[config.mk]
export PLATFORM = sky130hd
export DESIGN_NAME = div_sequencer
export DESIGN_NICKNAME = d
export VERILOG_FILES = /design/src/rtl/div_sequencer.sv
export SDC_FILE = /design/constraint.sdc
export NUM_CORES = 1
export LEC_CHECK = 0
export CELL_PAD_IN_SITES_DETAIL_PLACEMENT = 1
export CELL_PAD_IN_SITES_GLOBAL_PLACEMENT = 2
export CORE_MARGIN = 2
export CORE_UTILIZATION = 24
export CTS_BUF_LIST = sky130_fd_sc_hd__clkbuf_2
export DETAILED_ROUTE_END_ITERATION = 10
export MAX_ROUTING_LAYER = met4
export PLACE_DENSITY = 0.83
export RECOVER_POWER = 50
export SYNTH_ARGS = -nofsm -noshare
export SYNTH_HDL_FRONTEND = slang
export SYNTH_SLANG_ARGS = --single-unit
[constraint.sdc]
create_clock -name clk -period 1.4 [get_ports clk]
set_input_delay 0.14 -clock clk [delete_from_list [all_inputs] [get_ports clk]]
set_output_delay 0.14 -clock clk [all_outputs]
set_load 0.02 [all_outputs]
[src/rtl/div_sequencer.sv]
// Sequences a multi-cycle divider for the EX stage: latches operands, holds the pipeline,
// captures {remainder, quotient} into HI/LO, and quiesces the divider after a flush.
module div_sequencer #(
  parameter int unsigned DATA_W        = 32,
  parameter int unsigned CANCEL_CYCLES = 3
) (
  input  logic                  clk,
  input  logic                  resetn,
  input  logic                  div_req_i,
  input  logic                  div_signed_i,
  input  logic [DATA_W-1:0]     div_op1_i,
  input  logic [DATA_W-1:0]     div_op2_i,
  input  logic                  flush_i,
  output logic                  stall_o,
  output logic                  dv_start_o,
  output logic                  dv_annul_o,
  output logic                  dv_signed_o,
  output logic [DATA_W-1:0]     dv_op1_o,
  output logic [DATA_W-1:0]     dv_op2_o,
  input  logic [2*DATA_W-1:0]   dv_result_i,
  input  logic                  dv_ready_i,
  output logic [DATA_W-1:0]     hi_o,
  output logic [DATA_W-1:0]     lo_o,
  output logic                  hilo_we_o
);

  typedef enum logic [1:0] {StIdle, StBusy, StDrain, StCancel} state_e;

  localparam logic [2:0] CntLoad = 3'(CANCEL_CYCLES - 1);

  state_e            state_q, state_d;
  logic [2:0]        cnt_q, cnt_d;
  logic [DATA_W-1:0] op1_q, op1_d, op2_q, op2_d;
  logic [DATA_W-1:0] hi_q, hi_d, lo_q, lo_d;
  logic              signed_q, signed_d;
  logic              we_q, we_d;
  logic              req_ok;

  assign req_ok = div_req_i & ~flush_i;

  always_comb begin
    state_d  = state_q;
    cnt_d    = cnt_q;
    op1_d    = op1_q;
    op2_d    = op2_q;
    signed_d = signed_q;
    hi_d     = hi_q;
    lo_d     = lo_q;
    we_d     = 1'b0;
    stall_o  = 1'b0;
    unique case (state_q)
      StIdle: begin
        if (req_ok) begin
          op1_d    = div_op1_i;
          op2_d    = div_op2_i;
          signed_d = div_signed_i;
          stall_o  = 1'b1;
          state_d  = StBusy;
        end
      end
      StBusy: begin
        // A flush wins even in the cycle the divider reports ready.
        if (flush_i) begin
          stall_o = 1'b1;
          cnt_d   = CntLoad;
          state_d = StCancel;
        end else if (dv_ready_i) begin
          hi_d    = dv_result_i[2*DATA_W-1:DATA_W];
          lo_d    = dv_result_i[DATA_W-1:0];
          we_d    = 1'b1;
          state_d = StDrain;
        end else begin
          stall_o = 1'b1;
        end
      end
      StDrain: begin
        stall_o = req_ok;
        state_d = StIdle;
      end
      StCancel: begin
        stall_o = req_ok;
        if (cnt_q == 3'd0) begin
          state_d = StIdle;
        end else begin
          cnt_d = cnt_q - 3'd1;
        end
      end
      default: state_d = StIdle;
    endcase
  end

  always_ff @(posedge clk or negedge resetn) begin
    if (!resetn) begin
      state_q  <= StIdle;
      cnt_q    <= 3'd0;
      op1_q    <= '0;
      op2_q    <= '0;
      signed_q <= 1'b0;
      hi_q     <= '0;
      lo_q     <= '0;
      we_q     <= 1'b0;
    end else begin
      state_q  <= state_d;
      cnt_q    <= cnt_d;
      op1_q    <= op1_d;
      op2_q    <= op2_d;
      signed_q <= signed_d;
      hi_q     <= hi_d;
      lo_q     <= lo_d;
      we_q     <= we_d;
    end
  end

  // Start/annul decode straight from state so reset clears them without a clock.
  assign dv_start_o  = (state_q == StBusy);
  assign dv_annul_o  = (state_q == StCancel);
  assign dv_signed_o = signed_q;
  assign dv_op1_o    = op1_q;
  assign dv_op2_o    = op2_q;
  assign hi_o        = hi_q;
  assign lo_o        = lo_q;
  assign hilo_we_o   = we_q;

endmodule

## Word level (Yosys, flattened, before mapping)

Cells that the tools add are included.

| word-level totals | value |
|---|---|
| register bits | 135 |
| word-level logic and storage cells | 42 |
| bits of input ports | 134 |
| output and inout bits | 133 |

| cells by class | value |
|---|---|
| reduce and logical (&&, ||, !) cells | 8 |
| add/sub/neg operators | 1 |
| multiplexer cells | 15 |
| equal/unequal tests | 8 |
| bitwise logic cells | 2 |

Operators with widths:

| operator | number |
|---|---|
| AND reduction 3 bit | 3 |
| two-way mux 2 bit | 4 |
| one-hot mux 2 bit (4 select lines) | 1 |
| two-way mux 1 bit | 6 |
| two-way mux 3 bit | 2 |
| != test 2 bit, second input constant | 3 |
| one-hot mux 3 bit (2 select lines) | 1 |
| == test 2 bit, second input constant | 2 |
| logical NOT 3 bit | 1 |
| != test 3 x 2 -> 1 bit, second input constant | 1 |
| one-hot mux 1 bit (3 select lines) | 1 |
| subtractor 3 x 1 -> 3 bit, second input constant | 1 |
| == test 2 x 1 -> 1 bit, second input constant | 1 |
| logical NOT 2 bit | 1 |
| != test 2 x 1 -> 1 bit, second input constant | 1 |
| AND reduction 2 bit | 1 |
| nonzero test 2 bit | 1 |
| OR reduction 2 bit | 1 |
| AND 1 bit | 1 |
| NOT 1 bit | 1 |

## Longest topological paths before layout

| depth | value |
|---|---|
| word-level depth | 4 |
| depth in mapped cells | 6 |
| mapped depth without buffers | 5 |

## Worst setup path after synthesis

No wires, ideal clock.

| path | value |
|---|---|
| path kind | flip-flop to flip-flop |
| from | register state_q[1] |
| to | register hi_q[0], in the netlist hi_o[0] |
| data required time | 1.275 ns |
| buffers on the path | 2 |
| period minus slack after synthesis | 1.511 ns |
| setup slack | -0.111 ns |
| cell stages (with the launch flop) | 6 |
| setup time | 0.125 ns |
| arrival time | 1.386 ns |
| cells stage by stage | dfrtp_1 -> nand2b_4 -> nor2_1 -> buf_6 -> buf_6 -> mux2_4 |

| on the way | value |
|---|---|
| word-level cells in the longest chain between the ends | 2 |

RTL lines:

| what | RTL line | source |
|---|---|---|
| from (decl) | 31 | `state_e state_q, state_d;` |
| from (signal assigned) | 94 | `state_q <= StIdle;` |
| from (signal assigned) | 103 | `state_q <= state_d;` |
| == test 2 x 1 -> 1 bit | 51 | `unique case (state_q)` |
| AND reduction 3 bit (no source line) | n/a |  |
| to (signal assigned) | 108 | `hi_q <= hi_d;` |
| to (decl) | 34 | `logic [DATA_W-1:0] hi_q, hi_d, lo_q, lo_d;` |

Every way passes these cells.
A chain may end at the register's enable or synchronous reset.

## Worst setup path in the final report

| path | value |
|---|---|
| from | register state_q[1] |
| to | output stall_o |

| on the way | value |
|---|---|
| word-level cells in the longest chain between the ends | 3 |
| elaborated cells between the ends (all ways) | 6 |
| those cells by class | eq/ne (3); mux (1); reduce/logical (2) |

RTL lines:

| what | RTL line | source |
|---|---|---|
| == test 2 bit | 51 |  |
| OR reduction 2 bit (no source line) | n/a |  |
| one-hot mux 1 bit (3 select lines) (*) | 51 |  |
| to (decl) | 14 | `output logic stall_o,` |

Every way passes the cells marked *; elsewhere a longest branch is shown, timed or not.

==> flow_summary.ini <==
[routing]
wirelength_mm = 21.8
drc = 0
drt_iter0_drc = 112
drt-pass1-iter-count = 4
via_per_inst = 4.24
ant_nets = 0
wl_per_cell_um = 19.5
num_vias = 4749

[placement]
dp_cells = 876
gp_congestion = 0.766
pre_cts_ws_ns = -0.527
placed_area_mm2 = 0.00853
dpl.hpwl_mm = 12.0
portBuffers = 266

[setup_path]
cp_cell_sequence = nand2b_4 > nor2_4 > a21oi_2 > buf_6
rrSetupSlack_ns = -0.27
cpPeakStageDelay_ns = 0.45
crit_type = flip-flop to primary output
critPathRequiredTime_ns = 1.26
start_kind = flip-flop
slowest_stage = dfrtp_1
arrival_ns = 1.58
worstSetupEndpointType = primary output
critPathTopFamily = flip-flops
cp_max_fo = 3
path_buf_inv = 1

[sta]
worst-slew-pin-transition_ns = 0.739
finClkSkew_ns = 0.0361
setup_ws_ns = -0.323
post-route-period-util_pct = 123
slew-limit-headroom_pct = 50.7
max_freq_mhz = 580
rsz0062_at_grt = yes
fin_crit_ns = 1.72
drv_slew = 0
hold_viol_final = 0
setup_viol = 248

[finish]
layout_commonest_cell = dfrtp_1
drive_gt1_share_pct = 49.4
fin_nets = 961
final_core_util_pct = 51.7
final_area_mm2 = 0.0112
finalNonFillerCells = 1119
final_cell_mix = dfrtp_1, buf_6, clkdlybuf4s50_1
area_growth_pct = 112

[grt]
grt_first_pass_wirelength_mm = 31.4
antenna_found_initial = 1
grt_pass1_vias = 5478
grt_max_degree = 50
grt_overflow = 0
track_usage_pct = 17.9

[yosys]
synth_area_leaders = dfrtp_1, mux2_2, mux2_4
synth.lib_cells_used.distinct = 21
netlist_area_mm2 = 0.00531
syn_inst = 312
async_flop_share_pct = 100
synth_edf_count = 0
synth_top_area_share_pct = 63.6
syn_nets = 448
synth_flop_cell = dfrtp_1
ys_seq_area_share_pct = 63.6
avgSynthCellArea_um2 = 17.0
synth_top_area_cell = dfrtp_1
ys_ff_latch = 135
ys_warn_count = 0

[floorplan]
core_area_mm2 = 0.0218
fp.dieH_um = 153
initial_core_util_pct = 24.4
ios = 267
die_x_um = 153
num_rows = 54
die_area_mm2 = 0.0233

[status]
violations = setup timing
status = finished with violations

[clocking]
clockRootBuffer = clkbuf_2
cts_max_level = 4
cts_max_path_buffers = 2
tritoncts = built
numCtsBuffers = 17
clk_latency_ns = 0.72
clkSlewWorstSetupHoldPaths_ns = 0.19
cts.sink_count = 135

[flow_run]
drv_cap = 0

[pwr]
powerDensity_mw_per_mm2 = 2110
finalPower_uw = 23800
p_leak_uw = 0.00510
ir_worst_vdd_v = 0.000985

[hold_path]
hp-class = primary input to flip-flop
-- cell usage after synthesis, types with 3 or more instances --
| cell type | count |
|---|---|
| buf_2 | 5 |
| buf_6 | 5 |
| inv_1 | 6 |
| dfrtp_1 | 135 |
| buf_4 | 5 |
| o21ai_0 | 6 |
| mux2_2 | 89 |
| nand2_1 | 3 |
| mux2_4 | 40 |
-- power by group --
part	switching (uW)	total, uW	internal (uW)
Sequential	1650	7500	5850
Clock	1590	2620	1030
Combinational	5460	13600	8170
-- layer usage --
layer  share of wire [%]  vias up  GRT usage (%)
li1                    -     2128              -
met1                  38     2402           19.3
met2                  55      192           32.5
met3                 5.1       27           4.66
met4                 1.9        0           5.16
met5                   0        -              -
-- worst register-to-register path, stage by stage, from the launching register on --
cell,delay (ns)
dfrtp_1,0.45
buf_4,0.15
nor3_4,0.20
buf_12,0.15
buf_12,0.13
buf_8,0.14
mux2_2,0.35
-- layout make-up --
type,count,area [um^2]
Fill cell,2119,10500
Inverter,6,22.5
Antenna cell,1,2.50
Clock buffer,19,95.1
Timing Repair Buffer,509,5310
Clock inverter,13,170
Sequential cell,135,3380
Tap cell,280,350
Multi-Input combinational cell,156,1920
-- final timing paths --
| path | start | cells after the start | endpoint |
|---|---|---|---|
| max in group asynchronous | resetn | 4 | lo_o[28] |
| worst min-delay path | dv_ready_i | 3 | state_q[1] |
| min in group asynchronous | resetn | 3 | lo_o[15] |
| worst min register to register | cnt_q[1] | 1 | cnt_q[1] |
| worst max register to register | state_q[1] | 6 | dv_op1_o[29] |
| worst max-delay path | state_q[1] | 4 | stall_o |
-- sequential cells by signal (all words and copies together) (netlist names) --
name and flops:
dv_op2_o 32, hi_o 32, lo_o 32, cnt_q 3, dv_signed_o 1, hilo_we_o 1, dv_op1_o 32, state_q 2
-- repair_timing --
item,in CTS,in global routing
buffers inserted,37,38
gates resized for setup,810,66
cloned,1,6
hold buffers,127,4
endpoints found under the hold margin,260,4
pin swaps,1,1
endpoints found under the setup margin,259,265
-- cells by family after synthesis --
| logic type | count (synthesis) | share of synthesized area (%) |
|---|---|---|
| AO/OA/AOI/OAI | 12 | 1.44 |
| AND/OR/NAND/NOR | 13 | 1.60 |
| buffers and inverters | 21 | 2.66 |
| adder cells (fa/ha/maj) | 2 | 0.471 |
| flip-flops | 135 | 63.6 |
| multiplexers | 129 | 30.2 |
-- stage by stage --
stage | TNS, ns | hold slack [ns]
2_1_floorplan | -1.01 | -0.156
3_3_place_gp | -51.00 | 0.0978
3_5_place_dp | -59.35 | 0.107
4_1_cts | -37.56 | 0.000992
5_1_grt | -60.11 | 0.0334
6_report | -31.47 | 0.140
Note: power is estimated with default switching activity, not from simulation.
